File: src/rtl/fpga_cfg_loader.sv
// Byte-stream to serial CRAM chain loader for the fpga fabric.
// Optional CRC-16-CCITT trailer check enabled by defining CFG_CRC_EN.
module fpga_cfg_loader #(
    parameter  int CFG_BITS = 1024,
    localparam int CNT_W    = $clog2(CFG_BITS + 1)
) (
    input  logic       clk,
    input  logic       nrst,
    input  logic       start,
    input  logic [7:0] in_data,
    input  logic       in_valid,
    output logic       in_ready,
    output logic       config_en,
    output logic       config_data_out,
    input  logic       config_data_in,
    output logic       le_nrst_out,
    output logic       busy,
    output logic       done,
    output logic       err,
    output logic       tail_bit
);

    localparam logic [2:0] S_IDLE  = 3'd0;
    localparam logic [2:0] S_LOAD  = 3'd1;
    localparam logic [2:0] S_SHIFT = 3'd2;
    localparam logic [2:0] S_DONE  = 3'd4;
`ifdef CFG_CRC_EN
    localparam logic [2:0] S_CRC   = 3'd3;
`endif

    logic [2:0]       state_q, state_d;
    logic [CNT_W-1:0] cnt_q, cnt_d;
    logic [CNT_W-1:0] cnt_inc;
    logic [3:0]       nb_q, nb_d;
    logic [7:0]       sreg_q, sreg_d;
    logic             tail_q;
    logic [16:0]      rem_w;
    logic             last_bit;
    logic             accept;
    logic             idle_or_done;

`ifdef CFG_CRC_EN
    logic [15:0] crc_q, crc_d;
    logic [15:0] crc_next;
    logic [7:0]  hi_q, hi_d;
    logic        hsel_q, hsel_d;
    logic        err_q, err_d;
`endif

    assign accept   = in_valid & in_ready;
    assign rem_w    = 17'(CFG_BITS) - 17'(cnt_q);
    assign cnt_inc  = cnt_q + CNT_W'(1);
    assign last_bit = (17'(cnt_inc) == 17'(CFG_BITS));

`ifdef CFG_CRC_EN
    // Bit-serial CCITT update using the bit currently on the chain input.
    assign crc_next = {crc_q[14:0], 1'b0}
                    ^ ((crc_q[15] ^ sreg_q[7]) ? 16'h1021 : 16'h0000);
`endif

    // Next-state logic for the load sequencer.
    always_comb begin
        state_d = state_q;
        cnt_d   = cnt_q;
        nb_d    = nb_q;
        sreg_d  = sreg_q;
`ifdef CFG_CRC_EN
        crc_d   = crc_q;
        hi_d    = hi_q;
        hsel_d  = hsel_q;
        err_d   = err_q;
`endif
        case (state_q)
            S_IDLE, S_DONE: begin
                if (start) begin
                    state_d = S_LOAD;
                    cnt_d   = '0;
`ifdef CFG_CRC_EN
                    crc_d   = 16'hFFFF;
                    hsel_d  = 1'b0;
                    err_d   = 1'b0;
`endif
                end
            end
            S_LOAD: begin
                if (accept) begin
                    sreg_d  = in_data;
                    nb_d    = (rem_w >= 17'd8) ? 4'd8 : rem_w[3:0];
                    state_d = S_SHIFT;
                end
            end
            S_SHIFT: begin
                sreg_d = {sreg_q[6:0], 1'b0};
                cnt_d  = cnt_inc;
                nb_d   = nb_q - 4'd1;
`ifdef CFG_CRC_EN
                crc_d  = crc_next;
`endif
                if (nb_q == 4'd1) begin
`ifdef CFG_CRC_EN
                    state_d = last_bit ? S_CRC : S_LOAD;
`else
                    state_d = last_bit ? S_DONE : S_LOAD;
`endif
                end
            end
`ifdef CFG_CRC_EN
            S_CRC: begin
                if (accept) begin
                    if (!hsel_q) begin
                        hi_d   = in_data;
                        hsel_d = 1'b1;
                    end else begin
                        err_d   = ({hi_q, in_data} != crc_q);
                        state_d = S_DONE;
                    end
                end
            end
`endif
            default: state_d = S_IDLE;
        endcase
    end

    // Sequencer state registers.
    always_ff @(posedge clk or negedge nrst) begin
        if (!nrst) begin
            state_q <= S_IDLE;
            cnt_q   <= '0;
            nb_q    <= '0;
            sreg_q  <= '0;
`ifdef CFG_CRC_EN
            crc_q   <= 16'hFFFF;
            hi_q    <= '0;
            hsel_q  <= 1'b0;
            err_q   <= 1'b0;
`endif
        end else begin
            state_q <= state_d;
            cnt_q   <= cnt_d;
            nb_q    <= nb_d;
            sreg_q  <= sreg_d;
`ifdef CFG_CRC_EN
            crc_q   <= crc_d;
            hi_q    <= hi_d;
            hsel_q  <= hsel_d;
            err_q   <= err_d;
`endif
        end
    end

    // Capture the chain tail every cycle for readback.
    always_ff @(posedge clk or negedge nrst) begin
        if (!nrst) tail_q <= 1'b0;
        else       tail_q <= config_data_in;
    end

    assign idle_or_done    = (state_q == S_IDLE) | (state_q == S_DONE);
    assign config_en       = (state_q == S_SHIFT);
    assign config_data_out = config_en & sreg_q[7];
    assign le_nrst_out     = idle_or_done;
    assign busy            = ~idle_or_done;
    assign done            = (state_q == S_DONE);
    assign tail_bit        = tail_q;
`ifdef CFG_CRC_EN
    assign in_ready = (state_q == S_LOAD) | (state_q == S_CRC);
    assign err      = err_q;
`else
    assign in_ready = (state_q == S_LOAD);
    assign err      = 1'b0;
`endif

endmodule

File: config.mk
export PLATFORM = sky130hd
export DESIGN_NAME = fpga_cfg_loader
export DESIGN_NICKNAME = d
export VERILOG_FILES = /design/src/rtl/fpga_cfg_loader.sv
export SDC_FILE = /design/constraint.sdc
export NUM_CORES = 1
export LEC_CHECK = 0
export BUFFER_PORTS_ARGS = -buffer_cell sky130_fd_sc_hd__buf_4
export CAP_MARGIN = 20
export CORE_MARGIN = 3
export CORE_UTILIZATION = 57
export CTS_BUF_LIST = sky130_fd_sc_hd__clkbuf_16
export DETAILED_ROUTE_END_ITERATION = 10
export PLACE_DENSITY_LB_ADDON = 0.25
export SLEW_MARGIN = 20
export SYNTH_ARGS = -nofsm -noshare
export SYNTH_HDL_FRONTEND = slang
export SYNTH_SLANG_ARGS = --single-unit
File: constraint.sdc
create_clock -name clk -period 2.3 [get_ports clk]
set_input_delay 0.46 -clock clk [delete_from_list [all_inputs] [get_ports clk]]
set_output_delay 0.46 -clock clk [all_outputs]
set_load 0.01 [all_outputs]
==> metrics.txt, run 1 <==
# TYPE chip_impl_metric gauge
chip_impl_metric{name="synthSimpleGateAreaFrac",unit="%"} 25.0
chip_impl_info{name="crit-reg2reg-launch",value="cnt_q[0]"} 1
chip_impl_metric{name="ff2ff_setup_slack",unit="ps"} 180
chip_impl_metric{name="vias_in_the_first_global_route",unit=""} 1460
chip_impl_metric{name="clock_path_buffers",unit=""} 2
chip_impl_metric{name="post_layout_nonfiller_instances",unit=""} 246
chip_impl_metric{name="num_antenna_cells",unit=""} 0
chip_impl_metric{name="yosys.area_share.adder",unit="%"} 3.71
chip_impl_metric{name="rows",unit=""} 19
chip_impl_info{name="combinational_family_with_the_most_area_after_synthesis",value="simple AND/OR/NAND/NOR gates"} 1
chip_impl_metric{name="post_cts.resized_instances",unit=""} 0
chip_impl_metric{name="timing_worst_slew_pin_value",unit="ps"} 844
chip_impl_info{name="crit_path_top_delay_cell",value="sky130_fd_sc_hd__or3b_2"} 1
chip_impl_metric{name="port_buffers",unit=""} 19
chip_impl_metric{name="synth-compound-area-share",unit="%"} 20.1
chip_impl_metric{name="mappedNetlistNets",unit=""} 220
chip_impl_metric{name="synthesis.area",unit="µm²"} 1690
chip_impl_info{name="crit_type",value="flop to primary output"} 1
chip_impl_metric{name="timing.critical_path.arrival",unit="ps"} 1660
chip_impl_metric{name="hold_slack",unit="ps"} 101
chip_impl_metric{name="floorplan.die_area",unit="µm²"} 3650
chip_impl_metric{name="drt_iter0_drc",unit=""} 122
chip_impl_metric{name="route.detailed.wl_per_inst",unit="µm"} 15.5
chip_impl_metric{name="grt_start_max_net_pins",unit=""} 28
chip_impl_metric{name="ant_nets",unit=""} 0
chip_impl_metric{name="cap_viol_max_count",unit=""} 0
chip_impl_metric{name="postRouteWirelength",unit="mm"} 3.82
chip_impl_metric{name="place.detailed.instances",unit=""} 242
chip_impl_metric{name="post_detail_place_hpwl",unit="mm"} 2.69
chip_impl_metric{name="max-slew-margin-rel",unit="%"} 43.8
chip_impl_metric{name="initial_standard_cell_utilization_of_the_core",unit="%"} 60.6
chip_impl_metric{name="fillerInstances",unit=""} 237
chip_impl_info{name="critical_path.reg2reg.endpoint",value="state_q[2]"} 1
chip_impl_info{name="layout_commonest_cell",value="sky130_fd_sc_hd__nor2_1"} 1
chip_impl_info{name="status",value="finished clean"} 1
chip_impl_metric{name="die_height",unit="µm"} 60.4
chip_impl_metric{name="synth_mux_area_share",unit="%"} 0.594
chip_impl_info{name="crit_start",value="state_q[2]"} 1
chip_impl_metric{name="flow.area_growth_from_synthesis",unit="%"} 14.0
chip_impl_metric{name="cts_inserted_buffers",unit=""} 3
chip_impl_metric{name="worstRegToRegCells",unit=""} 6
chip_impl_metric{name="power_density",unit="nW/µm²"} 1070
chip_impl_info{name="crit_family",value="simple AND/OR/NAND/NOR gates"} 1
chip_impl_metric{name="num-nets-final",unit=""} 234
chip_impl_info{name="cp_cell_sequence",value="or3b_2 > inv_1 > and2_1 > buf_4"} 1
chip_impl_metric{name="synthesis.instances",unit=""} 202
chip_impl_metric{name="critPathMaxFanout",unit=""} 7
chip_impl_info{name="clock-root-buffer",value="sky130_fd_sc_hd__clkbuf_16"} 1
chip_impl_metric{name="place_congestion",unit=""} 0.986
chip_impl_metric{name="cp_slowest_stage_delay",unit="ps"} 570
chip_impl_metric{name="clock_insertion_delay_worst_skew",unit="ps"} 260
chip_impl_metric{name="drt-vias-per-instance",unit=""} 6.06
chip_impl_metric{name="max_freq",unit="GHz"} 0.471
chip_impl_metric{name="total_power",unit="W"} 0.00205
chip_impl_metric{name="yosys_warnings",unit=""} 0
chip_impl_metric{name="grt.overflow.total",unit=""} 0
chip_impl_metric{name="power_leakage",unit="nW"} 0.847
chip_impl_info{name="ys.flop_type",value="sky130_fd_sc_hd__dfrtp_1"} 1
chip_impl_metric{name="cts-htree-levels",unit=""} 1
chip_impl_metric{name="ys_async_sr_fraction",unit="%"} 100
chip_impl_metric{name="initial_antenna_violation_count",unit=""} 0
chip_impl_metric{name="detailed_route_via_count",unit=""} 1491
chip_impl_metric{name="vdd.ir_drop.worst",unit="mV"} 0.802
chip_impl_metric{name="final-hold-violation-count",unit=""} 0
chip_impl_metric{name="chipWidth",unit="µm"} 60.4
chip_impl_metric{name="layout_min_cycle_time",unit="ps"} 2120
chip_impl_metric{name="cts.hold.buffers_added",unit=""} 0
chip_impl_metric{name="final.setup_skew",unit="ps"} 3.44
chip_impl_metric{name="synth_seq_area_share",unit="%"} 40.1
chip_impl_info{name="worstSetupEndpointType",value="primary output"} 1
chip_impl_info{name="critPathLaunchType",value="flop"} 1
chip_impl_metric{name="clock-sinks",unit=""} 27
chip_impl_metric{name="core_area",unit="µm²"} 2780
chip_impl_metric{name="yosys_register_bits",unit=""} 27
chip_impl_metric{name="syn_avg_cell_area",unit="µm²"} 8.34
chip_impl_metric{name="critical_path_required",unit="ps"} 1840
chip_impl_metric{name="synth.distinct_cells",unit=""} 44
chip_impl_metric{name="synthesized_area_fraction_occupied_by_xor_and_xnor_cells",unit="%"} 2.60
chip_impl_metric{name="grt_pass1_wl",unit="mm"} 6.57
chip_impl_metric{name="maxSlewViolCount",unit=""} 0
chip_impl_metric{name="detailedRoute.firstPassIterationCount",unit=""} 4
chip_impl_metric{name="worstPathBufferInverterCount",unit=""} 2
chip_impl_info{name="layout.cells.most_common_list",value="29 x sky130_fd_sc_hd__nor2_1, 27 x sky130_fd_sc_hd__dfrtp_1, 27 x sky130_fd_sc_hd__buf_4"} 1
chip_impl_metric{name="all_layer_gr_usage",unit="%"} 23.8
chip_impl_metric{name="postCtsSetupBuffers",unit=""} 0
chip_impl_metric{name="setup_viol",unit=""} 0
chip_impl_info{name="timing.hold.worst.class",value="input pin to asynchronous set/reset pin"} 1
chip_impl_metric{name="clkSlewWorstSetupHoldPaths",unit="ps"} 60
chip_impl_metric{name="floorplan.io_pins",unit=""} 21
chip_impl_metric{name="layout_worst_path_cycle_share",unit="%"} 92.3
chip_impl_metric{name="route.detailed.drc",unit=""} 0
chip_impl_info{name="cts_tree",value="done"} 1
chip_impl_metric{name="synth_enable_flop_cells",unit=""} 0
chip_impl_metric{name="post_route_cells_drive_above_1_share",unit="%"} 18.6
-- area by class of cell --
| type | count | area (µm²) | area share, % |
|---|---|---|---|
| clock buffer | 3 | 75.1 | 3.91 |
| clock inverter | 1 | 3.75 | 0.195 |
| inverter | 9 | 33.8 | 1.76 |
| multi-input combinational | 148 | 891 | 46.4 |
| sequential | 27 | 676 | 35.2 |
| tap | 31 | 38.8 | 2.02 |
| timing repair buffer | 27 | 203 | 10.6 |
-- how the worst max path moves through the flow --
stage                      endpoint  slack (ps)  cells after the start
finish              config_data_out         180                      4
global route             state_q[0]         -10                      6
CTS                      state_q[2]         120                      6
detailed placement       state_q[2]         170                      6
global placement            nb_q[0]         250                      5
floorplan           config_data_out         260                      5
-- cells in the mapped netlist, types with 2 or more instances --
cell	count	area [µm²]
sky130_fd_sc_hd__nor2_1	29	109
sky130_fd_sc_hd__dfrtp_1	27	676
sky130_fd_sc_hd__o21ai_0	22	110
sky130_fd_sc_hd__nand2_1	16	60.1
sky130_fd_sc_hd__a21oi_1	9	45.0
sky130_fd_sc_hd__clkbuf_1	9	33.8
sky130_fd_sc_hd__inv_1	9	33.8
sky130_fd_sc_hd__nor3_1	9	45.0
sky130_fd_sc_hd__o22ai_1	8	50.1
sky130_fd_sc_hd__ha_1	5	62.6
sky130_fd_sc_hd__nand4_1	5	31.3
sky130_fd_sc_hd__a31oi_1	4	25.0
sky130_fd_sc_hd__nand3_1	4	20.0
sky130_fd_sc_hd__xnor2_1	4	35.0
sky130_fd_sc_hd__and2_1	3	18.8
sky130_fd_sc_hd__buf_2	3	15.0
sky130_fd_sc_hd__buf_4	2	15.0
sky130_fd_sc_hd__buf_6	2	22.5
sky130_fd_sc_hd__nand4bb_1	2	22.5
sky130_fd_sc_hd__nor2b_1	2	12.5
sky130_fd_sc_hd__nor3b_1	2	15.0
sky130_fd_sc_hd__nor4_2	2	25.0
sky130_fd_sc_hd__o311a_1	2	20.0
sky130_fd_sc_hd__or3_1	2	12.5
-- cell families after synthesis --
group	Yosys count
buf+inv	27
xor+xnor	5
fa+ha+maj	5
compound gates	54
mux	1
simple gates	82
flops	27
other cells	1
-- routing by layer --
layer / track usage (%) / wire length (µm) / part of all wire [%]
met5: 0 / 0 / 0
met4: 8.54 / 54 / 1.4
met3: 4.47 / 196 / 5.1
met2: 38.4 / 1810 / 47
met1: 32.1 / 1760 / 46
-- stage by stage --
step	area [µm²]	worst slack, ps	util, %	TNS [ps]
final	1920	177	69.1	0
after global routing	1920	-14.8	69.1	-27.8
after CTS	1910	117	68.7	0
after detailed placement	1830	166	65.9	0
after global placement	1830	252	65.9	0
after floorplan	1690	255	-	0
-- where the power goes --
group          total, W  switching [W]  internal (W)  leakage, nW
clock network  0.000395       0.000162      0.000233       0.0423
logic          0.000927       0.000534      0.000393        0.466
registers      0.000724       0.000113      0.000611        0.339
total           0.00205       0.000808       0.00124        0.847
-- sequential cells by signal, summed over array words and instances, names as in the netlist --
| name | count |
|---|---|
| cnt_q | 11 |
| sreg_q | 8 |
| nb_q | 4 |
| state_q | 3 |
| tail_bit | 1 |
(Power assumes the default switching activity.)
==> run 2, diff against run 1 <==
CORE_UTILIZATION = 52   (was 57)
PLACE_DENSITY = 0.86   (was not set)
PLACE_DENSITY_LB_ADDON = not set   (was 0.25)
clock period = 1.8 ns   (was 2.3 ns; I/O delays follow)
==> run 2 against run 1 <==
  * The flow now finishes with violations (setup timing)
  * Setup slack lost 520 ps
  * Utilization increased by 9.5 points
  * Cell area grew 26%
  * Sequential cell count unchanged
==> metrics.txt, run 2 (synthesis gave the netlist of run 1 again) <==
# TYPE chip_impl_metric gauge
chip_impl_info{name="status",value="finished, violations left"} 1
chip_impl_info{name="failed_checks",value="setup timing"} 1
chip_impl_metric{name="route.detailed.wl_per_inst",unit="µm"} 19.7
chip_impl_metric{name="power.share.clock",unit="%"} 15.0
chip_impl_info{name="layout_commonest_cell",value="sky130_fd_sc_hd__buf_4"} 1
chip_impl_metric{name="flow.area_growth_from_synthesis",unit="%"} 43.4
chip_impl_metric{name="clock-sinks",unit=""} 27
chip_impl_metric{name="critPathMaxFanout",unit=""} 8
chip_impl_info{name="cts_tree",value="done"} 1
chip_impl_metric{name="seq_power_share",unit="%"} 27.1
chip_impl_metric{name="detailed_route_via_count",unit=""} 1893
chip_impl_metric{name="clkSlewWorstSetupHoldPaths",unit="ps"} 70
chip_impl_metric{name="power_density",unit="nW/µm²"} 1380
chip_impl_metric{name="cts_inserted_buffers",unit=""} 3
chip_impl_metric{name="groute.layer.met2.usage",unit="%"} 47.0
chip_impl_metric{name="max_ffs_per_register",unit=""} 11
chip_impl_info{name="clock-root-buffer",value="sky130_fd_sc_hd__clkbuf_16"} 1
chip_impl_metric{name="drt_iter0_drc",unit=""} 286
chip_impl_metric{name="ant_nets",unit=""} 0
chip_impl_metric{name="setup_viol",unit=""} 8
chip_impl_metric{name="hold_slack",unit="ps"} 4.34
chip_impl_metric{name="power.share.switching",unit="%"} 40.9
chip_impl_metric{name="postRouteWirelength",unit="mm"} 5.87
chip_impl_metric{name="post_detail_place_hpwl",unit="mm"} 2.87
chip_impl_metric{name="grt_start_max_net_pins",unit=""} 28
chip_impl_metric{name="power_leakage",unit="nW"} 1.07
chip_impl_metric{name="num-nets-final",unit=""} 273
chip_impl_metric{name="seqCellArea",unit="µm²"} 676
chip_impl_info{name="cp_cell_sequence",value="buf_4 > nor3_1 > a21oi_1 > a31oi_1 > nor4_4 > a221o_1"} 1
chip_impl_metric{name="vdd.ir_drop.worst",unit="mV"} 1.15
chip_impl_metric{name="met3_usage",unit="%"} 5.40
chip_impl_metric{name="maxSlewViolCount",unit=""} 0
chip_impl_info{name="layout.cells.most_common_list",value="62 x sky130_fd_sc_hd__buf_4, 27 x sky130_fd_sc_hd__nor2_1, 27 x sky130_fd_sc_hd__dfrtp_1"} 1
chip_impl_metric{name="initial_standard_cell_utilization_of_the_core",unit="%"} 54.8
chip_impl_metric{name="cp_slowest_stage_delay",unit="ps"} 550
chip_impl_info{name="registers.top_by_ff_count",value="cnt_q"} 1
chip_impl_metric{name="floorplan.die_area",unit="µm²"} 3960
chip_impl_metric{name="worstPathBufferInverterCount",unit=""} 1
chip_impl_metric{name="logic_pwr_share",unit="%"} 57.9
chip_impl_metric{name="rows",unit=""} 20
chip_impl_metric{name="post-route-util",unit="%"} 78.5
chip_impl_info{name="setup_repair_after_global_routing_missed_its_margin",value="true"} 1
chip_impl_metric{name="cp.depth",unit=""} 6
chip_impl_metric{name="layout_worst_path_cycle_share",unit="%"} 119
chip_impl_metric{name="grt.overflow.total",unit=""} 0
chip_impl_info{name="timing.hold.worst.class",value="input pin to asynchronous set/reset pin"} 1
chip_impl_metric{name="fillerInstances",unit=""} 176
chip_impl_metric{name="post_route_cells_drive_above_1_share",unit="%"} 39.4
chip_impl_metric{name="power_spent_charging_and_discharging_nets",unit="W"} 0.00136
chip_impl_info{name="crit_path_top_delay_cell",value="sky130_fd_sc_hd__nor3_1"} 1
chip_impl_info{name="crit_family",value="compound AO/OA/AOI/OAI gates"} 1
chip_impl_metric{name="cap_viol_max_count",unit=""} 0
chip_impl_metric{name="timing.setup.tns",unit="ps"} -1470
chip_impl_metric{name="core_area",unit="µm²"} 3080
chip_impl_metric{name="met1_capacity_usage_during_global_routing",unit="%"} 32.1
chip_impl_metric{name="place_congestion",unit=""} 0.876
chip_impl_info{name="critPathLaunchType",value="flop"} 1
chip_impl_metric{name="detailedRoute.firstPassIterationCount",unit=""} 7
chip_impl_metric{name="chipWidth",unit="µm"} 62.9
chip_impl_metric{name="final-hold-violation-count",unit=""} 0
chip_impl_metric{name="postLayoutCellArea",unit="µm²"} 2420
chip_impl_metric{name="dpl_cell_area",unit="µm²"} 2080
chip_impl_info{name="worstSetupEndpointType",value="flop"} 1
chip_impl_metric{name="max_freq",unit="GHz"} 0.466
chip_impl_info{name="reg.largest.list",value="cnt_q (11), sreg_q (8), nb_q (4)"} 1
chip_impl_metric{name="p_int",unit="W"} 0.00197
chip_impl_metric{name="initial_antenna_violation_count",unit=""} 0
chip_impl_metric{name="route.detailed.drc",unit=""} 0
chip_impl_metric{name="num_antenna_cells",unit=""} 0
chip_impl_metric{name="drt-vias-per-instance",unit=""} 6.35
chip_impl_metric{name="multi_input_comb_area",unit="µm²"} 1050
chip_impl_metric{name="max-slew-margin-rel",unit="%"} 57.0
chip_impl_metric{name="layout_min_cycle_time",unit="ps"} 2150
chip_impl_metric{name="cts.hold.buffers_added",unit=""} 0
chip_impl_metric{name="clock_path_buffers",unit=""} 2
chip_impl_metric{name="cts-htree-levels",unit=""} 1
chip_impl_metric{name="timing_worst_slew_pin_value",unit="ps"} 641
chip_impl_metric{name="worstRegToRegCells",unit=""} 6
chip_impl_metric{name="floorplan.io_pins",unit=""} 21
chip_impl_metric{name="die_height",unit="µm"} 62.9
chip_impl_metric{name="port_buffers",unit=""} 19
chip_impl_info{name="gr_peak_layer",value="met2"} 1
chip_impl_metric{name="final.setup_skew",unit="ps"} 6.02
chip_impl_metric{name="grt_pass1_wl",unit="mm"} 8.41
chip_impl_metric{name="critical_path_required",unit="ps"} 1950
chip_impl_metric{name="dp_worst_setup_slack",unit="ps"} -185
chip_impl_metric{name="all_layer_gr_usage",unit="%"} 26.5
chip_impl_metric{name="clock_insertion_delay_worst_skew",unit="ps"} 260
chip_impl_metric{name="vias_in_the_first_global_route",unit=""} 1769
chip_impl_info{name="crit_type",value="flop to flop"} 1
chip_impl_metric{name="post-route-worst-setup-slack",unit="ps"} -345
chip_impl_metric{name="timing.critical_path.arrival",unit="ps"} 2290
==> run 2: path summary, 6_finish.rpt <==
| check | from | endpoint | slack (ps) |
|---|---|---|---|
| setup / recovery | cnt_q[5] | nb_q[0] | -350 |
| hold / removal | nrst | sreg_q[6] | 4 |
| setup reg to reg | cnt_q[5] | nb_q[0] | -350 |
| hold reg to reg | sreg_q[6] | sreg_q[6] | 500 |
| max in group asynchronous | nrst | cnt_q[4] | 1530 |
| min in group clk | config_data_in | tail_bit | 200 |
==> run 2: power by group through the flow <==
stage          clock network (W)  registers (W)  logic, W
2_1_floorplan                  0       0.000893  0.000948
3_3_place_gp                   0       0.000904   0.00139
3_5_place_dp                   0       0.000919   0.00142
4_1_cts                 0.000499       0.000892   0.00168
5_1_grt                 0.000527       0.000917   0.00207
6_report                0.000500       0.000903   0.00193
==> run 2: per-stage QoR <==
stage	std cells	power, W
finish	298	0.00333
floorplan	202	0.00184
global placement	284	0.00230
detailed placement	284	0.00234
CTS	295	0.00307
global route	298	0.00352
==> run 2: repair_timing <==
action | CTS | global route
pin swaps | 15 | 13
setup endpoints to repair | 17 | 10
endpoints found under the hold margin | 0 | 0
gates resized for setup | 23 | 17
setup buffers | 10 | 3
==> run 2: final cells by class <==
type                            count  share of cell area (%)
Tap cell                           44                    2.28
Sequential cell                    27                    28.0
Inverter                            9                    1.50
Clock buffer                        3                    3.11
Multi-Input combinational cell    148                    43.5
Timing Repair Buffer               66                    21.5
Clock inverter                      1                   0.155
==> run 2: per-layer routing <==
metal / share of wire, % / routed length (µm)
met4: 5.2 / 308
met5: 0 / 0
met3: 8.5 / 496
met2: 48 / 2840
met1: 38 / 2230
